[src/rtl/cpu_rf_seq_pkg.sv]
// Shared definitions for the single-read-port regfile initiator.
// Contents:
//   state_t : sequencer states (IDLE, ISS1, ISS2, CAP, RSP)
//   XLEN/AW : data and register-address widths
//   RF_X0   : hard-wired zero register address
//   is_oob  : out-of-bounds test for 16-register mode
package cpu_rf_seq_pkg;

  localparam int unsigned XLEN = 32;
  localparam int unsigned AW   = 5;

  localparam logic [AW-1:0] RF_X0 = 5'd0;

  typedef enum logic [2:0] {
    IDLE = 3'd0,
    ISS1 = 3'd1,
    ISS2 = 3'd2,
    CAP  = 3'd3,
    RSP  = 3'd4
  } state_t;

  // In 16-register mode, any address at or above 16 (bit 4 set) does not exist.
  function automatic logic is_oob(input logic [AW-1:0] addr, input logic half);
    return half & (addr > 5'd15);
  endfunction

endpackage

[src/rtl/cpu_rf_operand_slot.sv]
// One operand holding slot of the regfile initiator.
// Ports:
//   clk, rst          : clock, synchronous active-low reset
//   load, load_addr   : new request accepted; latch address, clear data
//   issue             : this slot's read is being issued to the regfile
//   capture           : take this slot's operand this cycle
//   drop              : response consumed, stop snooping writes
//   rd_data           : regfile read data (valid the cycle after issue)
//   commit, wr_addr, wr_data : regfile write committed this cycle
//   addr, data        : held address and operand value
module cpu_rf_operand_slot
  import cpu_rf_seq_pkg::*;
(
  input  logic            clk,
  input  logic            rst,
  input  logic            load,
  input  logic [AW-1:0]   load_addr,
  input  logic            issue,
  input  logic            capture,
  input  logic            drop,
  input  logic [XLEN-1:0] rd_data,
  input  logic            commit,
  input  logic [AW-1:0]   wr_addr,
  input  logic [XLEN-1:0] wr_data,
  output logic [AW-1:0]   addr,
  output logic [XLEN-1:0] data
);

  logic [AW-1:0]   addr_q;
  logic [XLEN-1:0] data_q;
  logic            held_q;
  logic            fwd_pend_q;
  logic [XLEN-1:0] fwd_data_q;
  logic            hit;
  logic [XLEN-1:0] cap_val;

  // x0 is never forwarded; commits are already filtered for x0 upstream,
  // but the slot guards it locally as well.
  assign hit = commit & (wr_addr == addr_q) & (addr_q != RF_X0);

  // Capture mux: x0 -> 0, then a write in this very cycle, then a write that
  // collided with the issue cycle (regfile returned old data), then regfile.
  always_comb begin
    cap_val = rd_data;
    if (addr_q == RF_X0) begin
      cap_val = 32'd0;
    end else if (hit) begin
      cap_val = wr_data;
    end else if (fwd_pend_q) begin
      cap_val = fwd_data_q;
    end else begin
      cap_val = rd_data;
    end
  end

  // Slot state: address, operand, pending collision forward, held snoop.
  always_ff @(posedge clk) begin
    if (!rst) begin
      addr_q     <= RF_X0;
      data_q     <= 32'd0;
      held_q     <= 1'b0;
      fwd_pend_q <= 1'b0;
      fwd_data_q <= 32'd0;
    end else if (load) begin
      addr_q     <= load_addr;
      data_q     <= 32'd0;
      held_q     <= 1'b0;
      fwd_pend_q <= 1'b0;
      fwd_data_q <= 32'd0;
    end else begin
      if (issue) begin
        fwd_pend_q <= hit;
        fwd_data_q <= wr_data;
      end
      if (capture) begin
        data_q     <= cap_val;
        held_q     <= 1'b1;
        fwd_pend_q <= 1'b0;
      end else if (held_q && hit) begin
        data_q <= wr_data;
      end
      if (drop) begin
        held_q <= 1'b0;
      end
    end
  end

  assign addr = addr_q;
  assign data = data_q;

endmodule

[src/rtl/cpu_regfile_port_seq.sv]
// Initiator side of a single-read-port, synchronous-read register file.
// Fetches rs1 (and optionally rs2) through one read port with one-cycle
// latency, honours regfile busy, forwards committed writebacks into fetched
// operands and returns both operands through a valid/ready response.
// Ports:
//   i_clk, i_rst                  : clock, synchronous active-low reset
//   i_req_valid/o_req_ready       : operand fetch handshake
//   i_rs1_addr, i_rs2_addr, i_use_rs2 : request fields
//   o_rsp_valid/i_rsp_ready       : response handshake
//   o_rs1_data, o_rs2_data, o_rsp_oob : response fields
//   i_wb_valid/o_wb_ready, i_wb_addr, i_wb_data, o_wb_oob : writeback path
//   o_rf_rd_en, o_rf_rd_addr, i_rf_rd_data : regfile read port
//   o_rf_wr_en, o_rf_wr_addr, o_rf_wr_data : regfile write port
//   i_rf_busy                     : regfile refuses reads/writes this cycle
module cpu_regfile_port_seq
  import cpu_rf_seq_pkg::*;
#(
  parameter bit p_half_regfile = 1'b0
)
(
  input  logic            i_clk,
  input  logic            i_rst,
  input  logic            i_req_valid,
  output logic            o_req_ready,
  input  logic [AW-1:0]   i_rs1_addr,
  input  logic [AW-1:0]   i_rs2_addr,
  input  logic            i_use_rs2,
  output logic            o_rsp_valid,
  input  logic            i_rsp_ready,
  output logic [XLEN-1:0] o_rs1_data,
  output logic [XLEN-1:0] o_rs2_data,
  output logic            o_rsp_oob,
  input  logic            i_wb_valid,
  output logic            o_wb_ready,
  input  logic [AW-1:0]   i_wb_addr,
  input  logic [XLEN-1:0] i_wb_data,
  output logic            o_wb_oob,
  output logic            o_rf_rd_en,
  output logic [AW-1:0]   o_rf_rd_addr,
  input  logic [XLEN-1:0] i_rf_rd_data,
  output logic            o_rf_wr_en,
  output logic [AW-1:0]   o_rf_wr_addr,
  output logic [XLEN-1:0] o_rf_wr_data,
  input  logic            i_rf_busy
);

  state_t          state;
  state_t          state_nx;
  logic            use_rs2_q;
  logic            oob_q;
  logic            iss2_first_q;

  logic            req_ready;
  logic            rsp_valid;
  logic            rd_en;
  logic [AW-1:0]   rd_addr;
  logic            iss1;
  logic            iss2;
  logic            cap1;
  logic            cap2;
  logic            drop;

  logic            accept;
  logic            req_oob;
  logic            wb_take;
  logic            wb_is_oob;
  logic            commit;

  logic [AW-1:0]   rs1_addr_q;
  logic [AW-1:0]   rs2_addr_q;
  logic [XLEN-1:0] rs1_data_q;
  logic [XLEN-1:0] rs2_data_q;

  assign req_oob   = is_oob(i_rs1_addr, p_half_regfile)
                   | (i_use_rs2 & is_oob(i_rs2_addr, p_half_regfile));
  assign accept    = i_rst & i_req_valid & req_ready;

  // Writes are taken whenever the regfile is free; x0 and out-of-bounds
  // writes are accepted but never reach the regfile.
  assign wb_is_oob = is_oob(i_wb_addr, p_half_regfile);
  assign wb_take   = i_rst & i_wb_valid & ~i_rf_busy;
  assign commit    = wb_take & (i_wb_addr != RF_X0) & ~wb_is_oob;

  // Sequencer next state and per-state controls.
  always_comb begin
    state_nx  = state;
    req_ready = 1'b0;
    rsp_valid = 1'b0;
    rd_en     = 1'b0;
    rd_addr   = RF_X0;
    iss1      = 1'b0;
    iss2      = 1'b0;
    cap1      = 1'b0;
    cap2      = 1'b0;
    drop      = 1'b0;
    case (state)
      IDLE: begin
        req_ready = 1'b1;
        if (i_req_valid) begin
          if (req_oob) begin
            state_nx = RSP;
          end else begin
            state_nx = ISS1;
          end
        end else begin
          state_nx = IDLE;
        end
      end
      ISS1: begin
        rd_addr = rs1_addr_q;
        if (!i_rf_busy) begin
          rd_en = 1'b1;
          iss1  = 1'b1;
          if (use_rs2_q) begin
            state_nx = ISS2;
          end else begin
            state_nx = CAP;
          end
        end else begin
          state_nx = ISS1;
        end
      end
      ISS2: begin
        // rs1 data is only valid in the first ISS2 cycle; later busy
        // cycles must not overwrite it.
        cap1    = iss2_first_q;
        rd_addr = rs2_addr_q;
        if (!i_rf_busy) begin
          rd_en    = 1'b1;
          iss2     = 1'b1;
          state_nx = CAP;
        end else begin
          state_nx = ISS2;
        end
      end
      CAP: begin
        if (use_rs2_q) begin
          cap2 = 1'b1;
        end else begin
          cap1 = 1'b1;
        end
        state_nx = RSP;
      end
      RSP: begin
        rsp_valid = 1'b1;
        if (i_rsp_ready) begin
          drop     = 1'b1;
          state_nx = IDLE;
        end else begin
          state_nx = RSP;
        end
      end
      default: begin
        state_nx = IDLE;
      end
    endcase
  end

  // State register and latched request attributes.
  always_ff @(posedge i_clk) begin
    if (!i_rst) begin
      state        <= IDLE;
      use_rs2_q    <= 1'b0;
      oob_q        <= 1'b0;
      iss2_first_q <= 1'b0;
    end else begin
      state        <= state_nx;
      iss2_first_q <= (state == ISS1) && (state_nx == ISS2);
      if (accept) begin
        use_rs2_q <= i_use_rs2;
        oob_q     <= req_oob;
      end
    end
  end

  cpu_rf_operand_slot u_slot_rs1 (
    .clk       (i_clk),
    .rst       (i_rst),
    .load      (accept),
    .load_addr (i_rs1_addr),
    .issue     (iss1),
    .capture   (cap1),
    .drop      (drop),
    .rd_data   (i_rf_rd_data),
    .commit    (commit),
    .wr_addr   (i_wb_addr),
    .wr_data   (i_wb_data),
    .addr      (rs1_addr_q),
    .data      (rs1_data_q)
  );

  cpu_rf_operand_slot u_slot_rs2 (
    .clk       (i_clk),
    .rst       (i_rst),
    .load      (accept),
    .load_addr (i_rs2_addr),
    .issue     (iss2),
    .capture   (cap2),
    .drop      (drop),
    .rd_data   (i_rf_rd_data),
    .commit    (commit),
    .wr_addr   (i_wb_addr),
    .wr_data   (i_wb_data),
    .addr      (rs2_addr_q),
    .data      (rs2_data_q)
  );

  // Every output is forced low while reset is asserted.
  assign o_req_ready  = i_rst & req_ready;
  assign o_rsp_valid  = i_rst & rsp_valid;
  assign o_rs1_data   = i_rst ? rs1_data_q : 32'd0;
  assign o_rs2_data   = i_rst ? rs2_data_q : 32'd0;
  assign o_rsp_oob    = i_rst & oob_q;
  assign o_rf_rd_en   = i_rst & rd_en;
  assign o_rf_rd_addr = i_rst ? rd_addr : RF_X0;
  assign o_wb_ready   = i_rst & ~i_rf_busy;
  assign o_wb_oob     = wb_take & wb_is_oob;
  assign o_rf_wr_en   = commit;
  assign o_rf_wr_addr = i_rst ? i_wb_addr : RF_X0;
  assign o_rf_wr_data = i_rst ? i_wb_data : 32'd0;

endmodule
[config.mk]
export PLATFORM = sky130hd
export DESIGN_NAME = cpu_regfile_port_seq
export DESIGN_NICKNAME = d
export VERILOG_FILES = /design/src/rtl/cpu_rf_seq_pkg.sv /design/src/rtl/cpu_rf_operand_slot.sv /design/src/rtl/cpu_regfile_port_seq.sv
export SDC_FILE = /design/constraint.sdc
export NUM_CORES = 1
export LEC_CHECK = 0
export CAP_MARGIN = 40
export CORE_MARGIN = 1.5
export CORE_UTILIZATION = 45
export CTS_CLUSTER_DIAMETER = 100
export DETAILED_ROUTE_END_ITERATION = 12
export PLACE_DENSITY_LB_ADDON = 0.08
export RECOVER_POWER = 50
export SKIP_LAST_GASP = 1
export SYNTH_ARGS = -nofsm -noshare
export SYNTH_HDL_FRONTEND = slang
export SYNTH_SLANG_ARGS = --single-unit
[constraint.sdc]
create_clock -name i_clk -period 2.22 [get_ports i_clk]
set_input_delay 0.444 -clock i_clk [delete_from_list [all_inputs] [get_ports i_clk]]
set_output_delay 0.444 -clock i_clk [all_outputs]
set_load 0.02 [all_outputs]
==> impl_metrics.ini, run 1 <==
[route]
routed_via_density = 5.503
route.detailed.drc = 0
drtIter0Drc = 519
first_pass_iters = 5
antenna_left = 0
routedWlPerCell_um = 18.12
totalWireLength_um = 24240
vias = 7363

[logic_synthesis]
netlist_area_um2 = 7467
synth_edf_count = 0
ys.flop_type = dfxtp_1
yosysSeqAreaShare_pct = 39.41
async_flop_share_pct = 0
ys_types = 50
synth-seq-cells = 147
syn_avg_cell_area_um2 = 8.534
synth-warning-count = 0
netlist_instances = 875

[floorplanning]
ios = 199
die-area_um2 = 17380
core_um2 = 16060
rows = 46
dieWidth_um = 131.8
fp.dieH_um = 131.8
start_util_pct = 46.50

[timing]
hold_viol_final = 0
setup_viol = 0
fin_ws_ps = 93.96
max_slew.worst_pin.slew_ps = 624.8
finalCritPeriodShare_pct = 95.77
fmax_mhz = 470.4
finClkSkew_ps = 8.112
period_minus_slack_ps = 2126
relSlewSlack_pct = 58.35
grt_setup_unrepaired = false
drv_slew = 0

[min_path]
hold_class = in2reg

[clock_tree]
cts_max_path_buffers = 2
root_buffer = clkbuf_16
htreeDepth = 4
clkTransAtPathRegs_ps = 60
cts_tree = done
cts_buffers = 17
cts_num_sinks = 147
clk_latency_ps = 430
holdBufCountCts = 0

[final_layout]
multi_input_area_um2 = 4172
nets = 1195
regArea_um2 = 2945
layout_commonest_cell = clkdlybuf4s50_1
syn_to_final_growth_pct = 46.90
final_cell_mix = clkdlybuf4s50_1 (170), nand2_1 (168), dfxtp_1 (145)
utilization_pct = 68.31
final_cells = 1338
fillers = 1320
drive_gt1_share_pct = 15.42
antenna_cells = 0

[place]
preCtsSetupSlack_ps = -390.0
io_buffers = 196
dpl.hpwl_um = 15460
dp_cells = 1301
place_congestion = 0.8016

[grt]
grt_max_degree = 56
grt_usage_pct = 27.43
first_global_vias = 7113
grt_pass1_wl_um = 38210
grt-ovfl-total = 0
antenna_found_initial = 0

[power_and_ir_drop]
power_density_nw_per_um2 = 661.4
ir_worst_vdd_v = 0.0005909
power_leakage_nw = 4.121

[worst_setup_path]
cp-start-kind = input pin
crit_required_ps = 1780
critPathArrivalTime_ps = 1680
cp_max_fo = 46
critical_path_class = in2out
crit_path_end_kind = output port

[status]
status = finished clean

[flow_run]
drv_cap = 0
-- cell type report --
class,count,area share (%)
repair buffers,287,26.25
clock inverters,14,2.270
flip-flops and latches,147,26.85
clock buffers,18,4.004
multi-input cells,652,38.03
inverters,4,0.1369
well taps,216,2.464
-- final timing paths --
path	from	end	slack, ps	cells past startpoint
max reg2reg	u_slot_rs1.addr[4]	u_slot_rs1.data[24]	180	6
min reg2reg	u_slot_rs1.fwd_data_q[15]	u_slot_rs1.fwd_data_q[15]	450	2
min	i_rst	state[1]	430	3
max	i_rst	o_rs2_data[11]	90	5
-- stage by stage --
| stage | TNS (ps) | instance area, um2 | power (mW) | hold slack, ps |
|---|---|---|---|---|
| finish | 0 | 10970 | 7.255 | 427.0 |
| global route | 0 | 10970 | 7.467 | 463.5 |
| CTS | -158.4 | 10900 | 7.235 | 427.5 |
| detailed placement | -23330 | 10230 | 3.915 | 446.1 |
| global placement | -21430 | 10230 | 3.903 | 440.9 |
| floorplan | 0 | 7471 | 3.326 | 432.9 |
-- power breakdown --
group	internal (mW)	switching (mW)
Clock	2.15	1.20
Combinational	0.525	0.629
Sequential	2.70	0.0461
-- cell families (layout without fill, tap and decap cells) --
logic type | after synthesis | after routing | synth area share (%)
multiplexers | 65 | 65 | 8.730
AO/OA/AOI/OAI | 197 | 197 | 21.78
AND/OR/NAND/NOR | 378 | 378 | 23.53
XOR/XNOR | 10 | 10 | 1.173
flip-flops | 147 | 147 | 39.41
other | 1 | 2 | 0.05022
buffers and inverters | 77 | 323 | 5.328
-- metal layers --
metal  wire (um)  GRT usage (%)  part of all wire, %
met1       10610          36.12                   44
met2       11670          45.70                   48
met3        1747          6.228                  7.2
met4         219          6.667                 0.90
met5           0              0                    0
-- registers in the layout (all words and copies together), names as in the netlist --
name                   count
iss2_first_q               1
state                      3
u_slot_rs1.addr            5
u_slot_rs1.data           32
u_slot_rs1.fwd_data_q     32
u_slot_rs1.fwd_pend_q      1
u_slot_rs1.held_q          1
u_slot_rs2.addr            5
u_slot_rs2.data           32
u_slot_rs2.fwd_data_q     32
u_slot_rs2.fwd_pend_q      1
u_slot_rs2.held_q          1
use_rs2_q                  1
-- critical path, cell delays in order --
cell	delay, ps
buf_2	140
buf_4	140
buf_12	170
and2_1	170
clkdlybuf4s50_1	600
-- cells in the mapped netlist, types with 2 or more instances --
| cell type | instances | area, um2 |
|---|---|---|
| a211oi_1 | 5 | 37.54 |
| a211oi_2 | 29 | 362.9 |
| a21oi_1 | 66 | 330.3 |
| a22o_1 | 11 | 96.34 |
| a22oi_1 | 5 | 37.54 |
| and2_1 | 103 | 644.4 |
| and3_1 | 2 | 12.51 |
| buf_1 | 3 | 11.26 |
| buf_2 | 9 | 45.04 |
| buf_4 | 8 | 60.06 |
| buf_6 | 9 | 101.4 |
| clkbuf_1 | 44 | 165.2 |
| dfxtp_1 | 147 | 2943 |
| inv_1 | 3 | 11.26 |
| mux2i_1 | 64 | 640.6 |
| nand2_1 | 168 | 630.6 |
| nand2b_1 | 2 | 12.51 |
| nand4_1 | 2 | 12.51 |
| nor2_1 | 78 | 292.8 |
| nor2b_1 | 7 | 43.79 |
| nor3_1 | 8 | 40.04 |
| nor4b_1 | 2 | 17.52 |
| o21ai_0 | 2 | 10.01 |
| o21ai_4 | 2 | 32.53 |
| o221a_1 | 30 | 337.8 |
| o221a_2 | 3 | 33.78 |
| o22ai_1 | 32 | 200.2 |
| xnor2_1 | 5 | 43.79 |
| xor2_1 | 5 | 43.79 |
-- repair_timing --
action / in CTS / in global routing
setup buffers: 0 / 2
endpoints found under the hold margin: 0 / 0
gates cloned: 0 / 3
gates resized for setup: 14 / 15
pin swaps: 0 / 4
endpoints found under the setup margin: 14 / 27
Power figures use the tool's default switching activity.
==> inputs of run 2 (changes only) <==
==> constraint.sdc (replaced) <==
create_clock -name i_clk -period 2.35 [get_ports i_clk]
set_input_delay 0.47 -clock i_clk [delete_from_list [all_inputs] [get_ports i_clk]]
set_output_delay 0.47 -clock i_clk [all_outputs]
set_load 0.02 [all_outputs]
==> run 2 against run 1 <==
Design area decreased by 2.3%. Via count decreased by 2.5%. Register-to-register slack improved by 70 ps. Sequential share of layout area increased by 0.63 points. Flip-flop and latch count unchanged. Power decreased by 11%. Global-route usage decreased by 0.49 points. Core utilization decreased by 1.6 points. Die area unchanged. First-iteration DRC count decreased by 8.1%. Critical path type unchanged. Largest power group unchanged.
==> impl_metrics.ini, run 2 (synthesis gave the netlist of run 1 again) <==
[final_layout]
layout_commonest_cell = nand2_1
nets = 1183
final_cells = 1326
syn_to_final_growth_pct = 43.52
antenna_cells = 0
utilization_pct = 66.74
final_area_um2 = 10720
final_cell_mix = nand2_1 (168), clkdlybuf4s50_1 (156), dfxtp_1 (145)
drive_gt1_share_pct = 13.78

[timing]
hold_viol_final = 0
grt_setup_unrepaired = false
relSlewSlack_pct = 43.82
finalCritPeriodShare_pct = 97.16
fin_ws_ps = 66.76
setup-tns-final_ps = 0
setup_viol = 0
period_minus_slack_ps = 2283
timing.hold.ws_ps = 454.7
fmax_mhz = 438.0
max_slew.worst_pin.slew_ps = 842.6
finClkSkew_ps = 9.283
drv_slew = 0

[grt]
first_global_vias = 6963
grt_usage_pct = 26.94
grt_max_degree = 79
antenna_found_initial = 0
grt-ovfl-total = 0
grt_pass1_wl_um = 37650

[worst_setup_path]
crit_path_end_kind = output port
critical_path_class = in2out
critical_path.max_stage_delay_ps = 590
r2r_cells = 6
cp-start-kind = input pin
ff2ff_setup_slack_ps = 250
timing.critical_path.mode_cell = clkdlybuf4s50_1
crit_required_ps = 1880
path_cells = clkdlybuf4s50_1 -> buf_4 -> and2_1 -> clkdlybuf4s50_1
cpMaxStageDelayCell = clkdlybuf4s50_1
r2r-start = state[1]
critPathArrivalTime_ps = 1810
r2r_end = u_slot_rs2.data[0]
cp_max_fo = 3

[clock_tree]
htreeDepth = 4
cts_num_sinks = 147
cts_max_path_buffers = 2
holdBufCountCts = 0
root_buffer = clkbuf_16
cts_buffers = 17
cts_tree = done
clk_latency_ps = 420
clkTransAtPathRegs_ps = 60

[power_and_ir_drop]
p_int_mw = 4.790
p_sw_share_pct = 26.11
p_switching_mw = 1.693
power_density_nw_per_um2 = 605.0
power_frac_clock_pct = 44.4
ir_worst_vdd_v = 0.0005238
power_frac_comb_pct = 15.6
total_power_mw = 6.483
p_seq_share_pct = 40.0
power_leakage_nw = 4.050

[flow_run]
drv_cap = 0

[floorplanning]
core_um2 = 16060
rows = 46
fp.dieH_um = 131.8
die-area_um2 = 17380
dieWidth_um = 131.8
ios = 199
start_util_pct = 46.50

[route]
antenna_left = 0
totalWireLength_um = 23230
first_pass_iters = 5
vias = 7180
routed_via_density = 5.415
drtIter0Drc = 477
routedWlPerCell_um = 17.52
route.detailed.drc = 0

[min_path]
hold-path-cell-count = 2
hold_path_end = u_slot_rs1.fwd_data_q[16]
hp-start = u_slot_rs1.fwd_data_q[16]
hold_class = reg2reg

[place]
preCtsSetupSlack_ps = -300.4
place_congestion = 0.8081
placed_area_um2 = 10160
dpl.hpwl_um = 15230
dp_cells = 1294
io_buffers = 196

[status]
status = finished clean
run 2: cell types whose count changed in the layout (fill, tap and decap cells not counted), sizes merged, moves of 5 or more:
cell	before	now
dlygate4sd3	5	28
clkdlybuf4s50	170	156
buf	83	76
clkdlybuf4s15	5	0
run 2: worst max-delay path: cells and delay by family:
family,cells,cell delay [ps]
buffers and inverters,3,1220
AND/OR/NAND/NOR,1,120
run 2: power groups by stage:
| stage | clock network, mW | registers [mW] | logic (mW) |
|---|---|---|---|
| 6_report | 2.88 | 2.59 | 1.01 |
| 5_1_grt | 3.02 | 2.60 | 1.09 |
| 4_1_cts | 2.91 | 2.59 | 1.04 |
| 3_5_place_dp | 0 | 2.65 | 1.03 |
| 3_3_place_gp | 0 | 2.65 | 1.03 |
| 2_1_floorplan | 0 | 2.63 | 0.508 |
run 2: area by class of cell:
| type | instances | area [um2] |
|---|---|---|
| Fill cell | 1391 | 5341 |
| Clock buffer | 22 | 484.2 |
| Clock inverter | 10 | 146.4 |
| Inverter | 4 | 15.01 |
| Multi-Input combinational cell | 652 | 4134 |
| Tap cell | 216 | 270.3 |
| Timing Repair Buffer | 275 | 2721 |
| Sequential cell | 147 | 2945 |
run 2: worst max path at each step:
stage | startpoint | end | cells after the start
after floorplan | i_wb_addr[1] | u_slot_rs2.data[10] | 7
after global placement | i_wb_addr[1] | o_rf_wr_en | 5
after detailed placement | i_wb_addr[1] | o_rf_wr_en | 5
after CTS | i_wb_addr[1] | o_rf_wr_en | 5
after global routing | i_wb_addr[1] | o_rf_wr_addr[1] | 4
final | i_wb_addr[4] | o_rf_wr_addr[4] | 4
run 2: what timing repair did:
item                       in CTS  in global routing
setup endpoints to repair       9                  2
buffers inserted                0                  0
cloned                          0                  0
resized for setup              11                  3
run 2: layer usage:
metal | GRT usage, % | part of all wire, %
met4 | 7.593 | 1.2
met2 | 43.13 | 46
met5 | 0 | 0
met1 | 36.58 | 46
met3 | 5.959 | 6.4
==> inputs of run 3 (changes only) <==
--- a/config.mk
+++ b/config.mk
@@ -7,7 +7,7 @@
 export LEC_CHECK = 0
 export CAP_MARGIN = 40
 export CORE_MARGIN = 1.5
-export CORE_UTILIZATION = 45
+export CORE_UTILIZATION = 35
 export CTS_CLUSTER_DIAMETER = 100
 export DETAILED_ROUTE_END_ITERATION = 12
 export PLACE_DENSITY_LB_ADDON = 0.08
==> run 3 against run 2 <==
Clock skew rose by 4.1 ps. Register-to-register slack improved by 140 ps. Sequential power barely moved. Final cell count rose by 4.5%. Fmax fell by 0.43%. Power rose by 2.5%. Core utilization fell by 15 points. Hold slack barely moved. Via count fell by 2.0%. Design area rose by 1.3%. Count of clock-buffer cells in the layout fell by 2. Sequential share of layout area fell by 0.35 points. Highest routed layer unchanged.
==> impl_metrics.ini, run 3 (synthesis gave the netlist of run 1 again) <==
[status]
status = finished clean

[grt]
grt_max_degree = 67
antenna_found_initial = 0
grt_usage_pct = 22.17
grt_pass1_wl_um = 38270
grt-ovfl-total = 0
first_global_vias = 6841

[worst_setup_path]
critical_path_class = in2out
cp-start-kind = input pin
timing.critical_path.mode_cell = clkdlybuf4s50_1
critPathArrivalTime_ps = 1820
cpMaxStageDelayCell = clkdlybuf4s50_1
critical_path.max_stage_delay_ps = 630
path_cells = clkdlybuf4s50_1 -> and2_1 -> clkdlybuf4s50_1
cp_max_fo = 2
crit_path_end_kind = output port
crit_required_ps = 1880

[power_and_ir_drop]
p_switching_mw = 1.715
p_int_mw = 4.929
power_frac_clock_pct = 45.3
p_sw_share_pct = 25.81
p_seq_share_pct = 39.0
power_frac_comb_pct = 15.7
power_leakage_nw = 4.087
power_density_nw_per_um2 = 612.1
ir_worst_vdd_v = 0.0004971

[place]
placed_area_um2 = 10250
dp_cells = 1354
dpl.hpwl_um = 16280
preCtsSetupSlack_ps = -288.4
io_buffers = 196
place_congestion = 0.7862

[min_path]
hold_class = reg2reg

[timing]
fin_ws_ps = 56.87
drv_slew = 0
grt_setup_unrepaired = false
fmax_mhz = 436.1
period_minus_slack_ps = 2293
finClkSkew_ps = 13.40
hold_viol_final = 0
max_slew.worst_pin.slew_ps = 920.6
setup_viol = 0
finalCritPeriodShare_pct = 97.58
relSlewSlack_pct = 38.63

[final_layout]
final_cells = 1386
nets = 1184
drive_gt1_share_pct = 14.40
final_area_um2 = 10850
multi_input_area_um2 = 4173
final_cell_mix = nand2_1 (166), clkdlybuf4s50_1 (146), dfxtp_1 (145)
syn_to_final_growth_pct = 45.36
antenna_cells = 0
layout_commonest_cell = nand2_1
utilization_pct = 51.80
regArea_um2 = 2945
fillers = 2051

[route]
vias = 7038
routed_via_density = 5.078
route.detailed.drc = 0
drtIter0Drc = 371
first_pass_iters = 5
totalWireLength_um = 24550
routedWlPerCell_um = 17.71
antenna_left = 0

[floorplanning]
core_um2 = 20960
start_util_pct = 35.63
rows = 53
ios = 199
fp.dieH_um = 149.1
dieWidth_um = 149.1
die-area_um2 = 22220

[clock_tree]
cts_tree = done
htreeDepth = 4
cts_setup_buffers = 0
cts_num_sinks = 147
root_buffer = clkbuf_16
clkTransAtPathRegs_ps = 60
cts_buffers = 17
clk_latency_ps = 430
holdBufCountCts = 0
cts_max_path_buffers = 2

[flow_run]
drv_cap = 0
## run 3: worst max-delay path, delay by kind of cell
family,cells,cell delay (ps)
buffers and inverters,2,1160
AND/OR/NAND/NOR,1,200
## run 3: power by group through the flow
stage	registers (mW)	logic, mW	clock network (mW)
floorplan	2.63	0.508	0
finish	2.59	1.04	3.01
CTS	2.59	1.07	3.06
detailed placement	2.65	1.06	0
global placement	2.65	1.06	0
global route	2.60	1.13	3.17
## run 3: metal layers
metal | wire length (um) | GRT usage, % | vias up | share of wire, %
li1 | - | - | 3489 | -
met1 | 11740 | 30.36 | 3305 | 48
met2 | 11220 | 36.09 | 224 | 46
met3 | 1328 | 3.823 | 20 | 5.4
met4 | 260 | 5.594 | 0 | 1.1
met5 | 0 | 0 | - | 0
## run 3: final cells by class
class,count,area share [%]
Clock buffer,20,4.115
Timing Repair Buffer,276,25.14
Tap cell,275,3.170
Inverter,4,0.1383
Sequential cell,147,27.14
Clock inverter,12,1.856
Multi-Input combinational cell,652,38.44
## run 3: timing repair
action                                  in CTS  in global routing
cloned                                       0                  0
pin swaps                                    0                  0
gates resized for setup                      9                  3
endpoints found under the setup margin       8                  2
## run 3: path summary, 6_finish.rpt
path	start	endpoint	slack, ps	cells after the start
min	u_slot_rs1.fwd_data_q[21]	u_slot_rs1.fwd_data_q[21]	450	2
max	i_wb_data[1]	o_rf_wr_data[1]	60	3
min reg2reg	u_slot_rs1.fwd_data_q[21]	u_slot_rs1.fwd_data_q[21]	450	2
max reg2reg	state[0]	u_slot_rs2.data[24]	390	7
## run 3: through the flow
step           power, mW  TNS (ps)  hold slack, ps
2_1_floorplan      3.142         0           432.9
3_5_place_dp       3.709    -13980           446.2
3_3_place_gp       3.705    -13860           440.8
5_1_grt            6.899         0           469.6
4_1_cts            6.713    -75.50           454.5
6_report           6.644         0           454.4
